`config.mk`:
```
export PLATFORM = sky130hd
export DESIGN_NAME = frame_sequencer
export DESIGN_NICKNAME = d
export VERILOG_FILES = /design/src/rtl/mp3_frame_pkg.sv /design/src/rtl/sector_fetcher.sv /design/src/rtl/frame_sequencer.sv
export SDC_FILE = /design/constraint.sdc
export NUM_CORES = 1
export LEC_CHECK = 0
export ABC_AREA = 0
export BUFFER_PORTS_ARGS = -buffer_cell sky130_fd_sc_hd__buf_4
export CAP_MARGIN = 20
export CORE_UTILIZATION = 53
export DETAILED_ROUTE_END_ITERATION = 8
export GPL_TIMING_DRIVEN = 0
export PLACE_DENSITY = 0.78
export SYNTH_ARGS = -nofsm -noshare
export SYNTH_HDL_FRONTEND = slang
export SYNTH_SLANG_ARGS = --single-unit
```
`constraint.sdc`:
```
create_clock -name clk -period 3.3 [get_ports clk]
set_clock_uncertainty 0.2 [all_clocks]
set_input_delay 0.495 -clock clk [delete_from_list [all_inputs] [get_ports clk]]
set_output_delay 0.495 -clock clk [all_outputs]
set_load 0.05 [all_outputs]
```
`src/rtl/mp3_frame_pkg.sv`:
```
// rtl/mp3_frame_pkg.sv - shared region tags and MP3 frame layout constants
package mp3_frame_pkg;

   typedef enum logic [2:0] {
      R_NONE        = 3'd0,
      R_HDR         = 3'd1,
      R_CRC         = 3'd2,
      R_SIDE_MONO   = 3'd3,
      R_SIDE_STEREO = 3'd4,
      R_MAIN        = 3'd5
   } region_t;

   localparam int         HDR_LEN     = 4;
   localparam int         CRC_LEN     = 2;
   localparam int         SIDE_MONO   = 17;
   localparam int         SIDE_STEREO = 32;
   localparam logic [7:0] SYNC_BYTE   = 8'hFF;
   localparam logic [1:0] MODE_MONO   = 2'd3;

endpackage

```
`src/rtl/sector_fetcher.sv`:
```
// rtl/sector_fetcher.sv - issues throttled SD sector reads and counts bytes per sector
module sector_fetcher #(
   parameter int SECTOR_BYTES = 512,
   parameter int ADDR_W       = 32
) (
   input  logic              clk,
   input  logic              rst,
   input  logic              start,
   input  logic [ADDR_W-1:0] base_addr,
   input  logic [ADDR_W-1:0] num_sectors,
   input  logic              sd_ready,
   input  logic              fifo_almost_full,
   input  logic              sd_iv,
   output logic              sd_rd,
   output logic [ADDR_W-1:0] sd_addr,
   output logic              busy,
   output logic              byte_acc,
   output logic              start_acc
);

   typedef enum logic [1:0] {F_IDLE, F_ARM, F_STREAM} fetch_state_t;
   localparam int BW = $clog2(SECTOR_BYTES);

   fetch_state_t      r_state;
   logic [ADDR_W-1:0] r_base;
   logic [ADDR_W-1:0] r_count;
   logic [ADDR_W-1:0] r_idx;
   logic [ADDR_W-1:0] r_sd_addr;
   logic [BW-1:0]     r_byte_cnt;
   logic              r_sd_rd;
   logic              r_busy;

   // Bytes outside STREAM belong to no requested sector (e.g. after a reset) and are dropped.
   assign byte_acc  = sd_iv && (r_state == F_STREAM);
   assign start_acc = start && (r_state == F_IDLE) && (num_sectors != '0);

   always_ff @(posedge clk) begin
      if (rst) begin
         r_state    <= F_IDLE;
         r_base     <= '0;
         r_count    <= '0;
         r_idx      <= '0;
         r_sd_addr  <= '0;
         r_byte_cnt <= '0;
         r_sd_rd    <= 1'b0;
         r_busy     <= 1'b0;
      end else begin
         r_sd_rd <= 1'b0;
         case (r_state)
            F_IDLE: begin
               if (start_acc) begin
                  r_base     <= base_addr;
                  r_count    <= num_sectors;
                  r_idx      <= '0;
                  r_byte_cnt <= '0;
                  r_busy     <= 1'b1;
                  r_state    <= F_ARM;
               end
            end
            F_ARM: begin
               if (sd_ready && !fifo_almost_full) begin
                  r_sd_rd   <= 1'b1;
                  r_sd_addr <= r_base + r_idx;
                  r_state   <= F_STREAM;
               end
            end
            F_STREAM: begin
               if (sd_iv) begin
                  r_byte_cnt <= r_byte_cnt + 1'b1;
                  if (r_byte_cnt == BW'(SECTOR_BYTES - 1)) begin
                     r_idx <= r_idx + 1'b1;
                     if (r_idx + 1'b1 == r_count) begin
                        r_state <= F_IDLE;
                        r_busy  <= 1'b0;
                     end else begin
                        r_state <= F_ARM;
                     end
                  end
               end
            end
            default: r_state <= F_IDLE;
         endcase
      end
   end

   assign sd_rd   = r_sd_rd;
   assign sd_addr = r_sd_addr;
   assign busy    = r_busy;

endmodule

```
`src/rtl/frame_sequencer.sv`:
```
// rtl/frame_sequencer.sv - MP3 frame sync hunt and region tagging over the SD byte stream
module frame_sequencer
   import mp3_frame_pkg::*;
#(
   parameter int SECTOR_BYTES = 512,
   parameter int ADDR_W       = 32
) (
   input  logic              clk,
   input  logic              rst,
   input  logic              start,
   input  logic [ADDR_W-1:0] base_addr,
   input  logic [ADDR_W-1:0] num_sectors,
   input  logic              sd_ready,
   output logic              sd_rd,
   output logic [ADDR_W-1:0] sd_addr,
   input  logic              sd_iv,
   input  logic [7:0]        sd_din,
   input  logic              header_iv,
   input  logic              prot,
   input  logic [1:0]        mode,
   input  logic [10:0]       frame_size,
   input  logic              fifo_almost_full,
   output logic [7:0]        d_out,
   output logic              d_ov,
   output logic [2:0]        region,
   output logic              frame_done,
   output logic              sync_lost,
   output logic              busy
);

   typedef enum logic [2:0] {
      S_SEARCH, S_SYNC2, S_HDR, S_WAIT_HDR, S_CRC, S_SIDE, S_MAIN
   } frame_state_t;

   logic        w_byte;
   logic        w_start_acc;
   logic [10:0] w_crc_len;
   logic [10:0] w_side_len;
   logic [10:0] w_overhead;
   logic [10:0] w_main_len;

   frame_state_t r_state;
   logic [7:0]   r_prev;
   logic [10:0]  r_cnt;
   logic [10:0]  r_side_len;
   logic [10:0]  r_main_len;
   logic         r_mono;
   logic [7:0]   r_d_out;
   logic         r_d_ov;
   region_t      r_region;
   logic         r_frame_done;
   logic         r_sync_lost;

   sector_fetcher #(.SECTOR_BYTES(SECTOR_BYTES), .ADDR_W(ADDR_W)) u_fetch (
      .clk(clk), .rst(rst), .start(start), .base_addr(base_addr),
      .num_sectors(num_sectors), .sd_ready(sd_ready),
      .fifo_almost_full(fifo_almost_full), .sd_iv(sd_iv),
      .sd_rd(sd_rd), .sd_addr(sd_addr), .busy(busy),
      .byte_acc(w_byte), .start_acc(w_start_acc)
   );

   assign w_crc_len  = prot ? 11'd0 : 11'(CRC_LEN);
   assign w_side_len = (mode == MODE_MONO) ? 11'(SIDE_MONO) : 11'(SIDE_STEREO);
   assign w_overhead = 11'(HDR_LEN) + w_crc_len + w_side_len;
   assign w_main_len = frame_size - w_overhead;

   always_ff @(posedge clk) begin
      if (rst) begin
         r_state      <= S_SEARCH;
         r_prev       <= '0;
         r_cnt        <= '0;
         r_side_len   <= '0;
         r_main_len   <= '0;
         r_mono       <= 1'b0;
         r_d_out      <= '0;
         r_d_ov       <= 1'b0;
         r_region     <= R_NONE;
         r_frame_done <= 1'b0;
         r_sync_lost  <= 1'b0;
      end else begin
         r_d_ov       <= 1'b0;
         r_region     <= R_NONE;
         r_frame_done <= 1'b0;
         r_sync_lost  <= 1'b0;
         if (w_start_acc) begin
            r_state <= S_SEARCH;
            r_prev  <= '0;
            r_cnt   <= '0;
         end else begin
            case (r_state)
               S_SEARCH: begin
                  if (w_byte) begin
                     r_prev <= sd_din;
                     if (r_prev == SYNC_BYTE && sd_din[7:5] == 3'b111) begin
                        r_d_out  <= SYNC_BYTE;
                        r_d_ov   <= 1'b1;
                        r_region <= R_HDR;
                        r_state  <= S_SYNC2;
                     end
                  end
               end
               // r_prev holds the second sync byte; it goes out one cycle behind the first.
               S_SYNC2: begin
                  r_d_out  <= r_prev;
                  r_d_ov   <= 1'b1;
                  r_region <= R_HDR;
                  r_cnt    <= 11'd2;
                  r_state  <= S_HDR;
               end
               S_HDR: begin
                  if (w_byte) begin
                     // Counts 0 and 1 only occur when verifying the sync of a follow-on frame.
                     if ((r_cnt == 11'd0 && sd_din != SYNC_BYTE) ||
                         (r_cnt == 11'd1 && sd_din[7:5] != 3'b111)) begin
                        r_sync_lost <= 1'b1;
                        r_prev      <= sd_din;
                        r_state     <= S_SEARCH;
                     end else begin
                        r_d_out  <= sd_din;
                        r_d_ov   <= 1'b1;
                        r_region <= R_HDR;
                        r_cnt    <= r_cnt + 1'b1;
                        if (r_cnt == 11'(HDR_LEN - 1)) r_state <= S_WAIT_HDR;
                     end
                  end
               end
               S_WAIT_HDR: begin
                  if (w_byte) begin
                     r_sync_lost <= 1'b1;
                     r_prev      <= sd_din;
                     r_state     <= S_SEARCH;
                  end else if (header_iv) begin
                     if (frame_size < w_overhead) begin
                        r_sync_lost <= 1'b1;
                        r_prev      <= '0;
                        r_state     <= S_SEARCH;
                     end else begin
                        r_side_len <= w_side_len;
                        r_main_len <= w_main_len;
                        r_mono     <= (mode == MODE_MONO);
                        r_cnt      <= '0;
                        r_state    <= (w_crc_len == 11'd0) ? S_SIDE : S_CRC;
                     end
                  end
               end
               S_CRC: begin
                  if (w_byte) begin
                     r_d_out  <= sd_din;
                     r_d_ov   <= 1'b1;
                     r_region <= R_CRC;
                     if (r_cnt == 11'(CRC_LEN - 1)) begin
                        r_cnt   <= '0;
                        r_state <= S_SIDE;
                     end else begin
                        r_cnt <= r_cnt + 1'b1;
                     end
                  end
               end
               S_SIDE: begin
                  if (w_byte) begin
                     r_d_out  <= sd_din;
                     r_d_ov   <= 1'b1;
                     r_region <= r_mono ? R_SIDE_MONO : R_SIDE_STEREO;
                     if (r_cnt == r_side_len - 1'b1) begin
                        r_cnt <= '0;
                        if (r_main_len == 11'd0) begin
                           r_frame_done <= 1'b1;
                           r_state      <= S_HDR;
                        end else begin
                           r_state <= S_MAIN;
                        end
                     end else begin
                        r_cnt <= r_cnt + 1'b1;
                     end
                  end
               end
               S_MAIN: begin
                  if (w_byte) begin
                     r_d_out  <= sd_din;
                     r_d_ov   <= 1'b1;
                     r_region <= R_MAIN;
                     if (r_cnt == r_main_len - 1'b1) begin
                        r_cnt        <= '0;
                        r_frame_done <= 1'b1;
                        r_state      <= S_HDR;
                     end else begin
                        r_cnt <= r_cnt + 1'b1;
                     end
                  end
               end
               default: r_state <= S_SEARCH;
            endcase
         end
      end
   end

   assign d_out      = r_d_out;
   assign d_ov       = r_d_ov;
   assign region     = r_region;
   assign frame_done = r_frame_done;
   assign sync_lost  = r_sync_lost;

endmodule

```
==> results.toml <==
[status]
status = "finished, final reports clean"

[synth]
synth_edf_count = 0
ys_seq_area_share_pct = 34.7
ys_ff_latch = 190
async_flop_share_pct = 0
synth_fp_nets = 1564
syn_area_um2 = 10900
ys.flop_type = "dfxtp_1"
syn_inst = 1426
yosysWarnings = 0
syn_avg_cell_area_um2 = 7.68
ys_types = 72

[cells_and_area]
nNetsFinal = 1736
final_common_cell = "nand2_1"
design_area_um2 = 13300
synthToLayoutAreaGrowth_pct = 21.3
n_antenna_cell = 0
drive_gt1_share_pct = 15.0
mostFrequentLayoutCells = "246 x nand2_1, 186 x dfxtp_1, 179 x a21oi_1"

[floorplan]
core_area_um2 = 20200
die_w_um = 146
pin_count = 141
start_util_pct = 54.1
chipHeight_um = 146
fp-row-count = 52
die_area_um2 = 21200

[global_routing]
grt_pass1_wl_um = 52000
grt_pass1_vias = 10310
grt_max_degree = 17
grt_overflow = 0
grt_usage_pct = 30.4
antenna_found_initial = 0

[placement]
placed_area_um2 = 12300
portBuffers = 140
hpwl_um = 24700
place.gp.congestion = 0.939

[clocking]
cts.root.buffer_cell = "clkbuf_16"
clk_latency_ns = 0.44
path_clk_slew_ns = 0.07
htreeDepth = 4
cts_buffers = 17
cts.sinks = 190
cts_tree = "done"
cts.path.max_buffers = 2

[worst_setup_path]
cp_max_fo = 8
cp-end-kind = "register"
cpMostUsedCell = "nand4_1"
cp_cell_sequence = "ha_2 > nand4_1 > nor3_4 > buf_4 > xnor2_1 > o21ai_0 > nor4_1 > nand4_1 > nor4_2 > o2111ai_1 > o221a_2"
critPathKind = "register to register"
crit_arrival_ns = 3.36
worst-path-buf-inv = 1
cp_data_required_time_ns = 3.43
cpLargestDelayFamily = "simple AND/OR/NAND/NOR gates"
worstSetupStartpointType = "register"
slowest_delay_ns = 0.45
crit_slowest_cell = "dfxtp_2"

[timing]
post-route-period-util_pct = 97.8
hold_slack_ns = 0.0904
rsz0062_at_grt = "yes"
hold_viol = 0
min_period_ns = 3.23
setup_violations = 0
relSlewSlack_pct = 41.8
final.setup.tns_ns = 0
finalMaxSlewViolations = 0
clock.fmax_mhz = 310
tightest_slew_ns = 0.860

[flow_run]
drv_cap = 0

[power_and_ir_drop]
max-vdd-ir-drop_v = 0.000404
cellLeakagePower_nw = 5.21
power_density_nw_per_um2 = 398

[min_path]
hold_path.class = "primary input to register"

[route]
dr.pass1.iters = 5
wirelength_um = 32900
antenna_left = 0
first_iter_violations = 848
wire_per_inst_um = 17.5
drc = 0
vias = 11246
vias_per_cell = 5.98
area by class of cell:
type / instances / area, um2
Timing Repair Buffer: 155 / 1170
Buffer: 83 / 337
Multi-Input combinational cell: 1127 / 6880
Fill cell: 1734 / 6950
Clock buffer: 20 / 447
Inverter: 24 / 90.1
Clock inverter: 12 / 208
Sequential cell: 190 / 3810
Tap cell: 270 / 338
worst paths after layout:
| kind | endpoint | startpoint | cells after the start | slack, ns |
|---|---|---|---|---|
| setup / recovery | u_fetch.busy | u_fetch.r_idx[1] | 11 | 0.07 |
| hold / removal | u_fetch.r_base[10] | base_addr[10] | 3 | 0.09 |
| setup reg to reg | u_fetch.busy | u_fetch.r_idx[1] | 11 | 0.07 |
| hold reg to reg | u_fetch.sd_addr[10] | u_fetch.sd_addr[10] | 2 | 0.25 |
logic make-up (layout without fill, tap and decap cells):
family	after synthesis	in the layout	share of synthesized area, %
AND/OR/NAND/NOR	589	589	26.0
AO/OA/AOI/OAI	380	380	21.0
flip-flops	190	190	34.7
XOR/XNOR	109	109	8.84
buffers and inverters	109	294	3.86
adder cells (fa/ha/maj)	45	45	5.28
multiplexers	4	4	0.366
state kept, by name, summed over array words and instances (netlist names):
name and flops:
d_out 8, r_prev 8, u_fetch.r_byte_cnt 9, u_fetch.r_idx 32, u_fetch.sd_addr 32, u_fetch.sd_rd 1, d_ov 1, u_fetch.busy 1
u_fetch.r_base 32, sync_lost 1, u_fetch.r_count 32, u_fetch.r_state 2, r_main_len 11, r_side_len 2, frame_done 1, r_cnt 11
r_state 3, region 3
repair_timing:
item,4_1_cts,5_1_grt
setup buffers,6,8
gates resized for setup,16,39
hold buffers,0,0
pin swaps,2,6
endpoints found under the hold margin,0,0
endpoints found under the setup margin,39,87
synthesized netlist by cell type, drive strengths merged (27+ instances only):
master	n	area share, %
o21ai	70	3.2
nand4	27	1.5
xor2	40	3.2
nand2	247	8.5
nor2	107	3.7
ha	43	4.9
nand3	33	1.5
nor3	32	1.6
clkbuf	78	2.7
xnor2	68	5.4
a21oi	181	8.3
dfxtp	190	35
power by group:
part,internal (mW),total (mW),switching (mW)
sequential,2.35,2.40,0.0452
clock,1.37,2.31,0.932
combinational,0.232,0.581,0.349
total,3.96,5.29,1.33
worst register-to-register path: cells and delay by family (launching register included):
family | cells | cell delay [ns]
xor gates and xnor gates | 1 | 0.12
DFF | 1 | 0.45
buffers and inverters | 1 | 0.17
AOI/OAI and AO/OA | 3 | 0.61
and+or+nand+nor | 5 | 1.27
adders and majority gates | 1 | 0.31
layer usage:
layer  vias to the layer above  share of wire (%)  GRT usage (%)
met5                         -                  0              0
met4                         0                3.2           11.8
met3                        83                7.9           4.42
met2                       499                 47           50.7
met1                      5245                 42           39.5
li1                       5419                  -              -
stage by stage:
stage	worst slack (ns)	cells	utilization, %	total power, mW
after detailed placement	-0.658	1837	61.0	3.01
after global routing	-0.0297	1881	65.6	5.44
after floorplan	0.0436	1426	-	2.77
after CTS	-0.0793	1874	64.7	5.28
after global placement	-0.576	1836	61.0	3.00
final	0.0739	1881	65.6	5.29
Note: power is estimated with default switching activity, not from simulation.
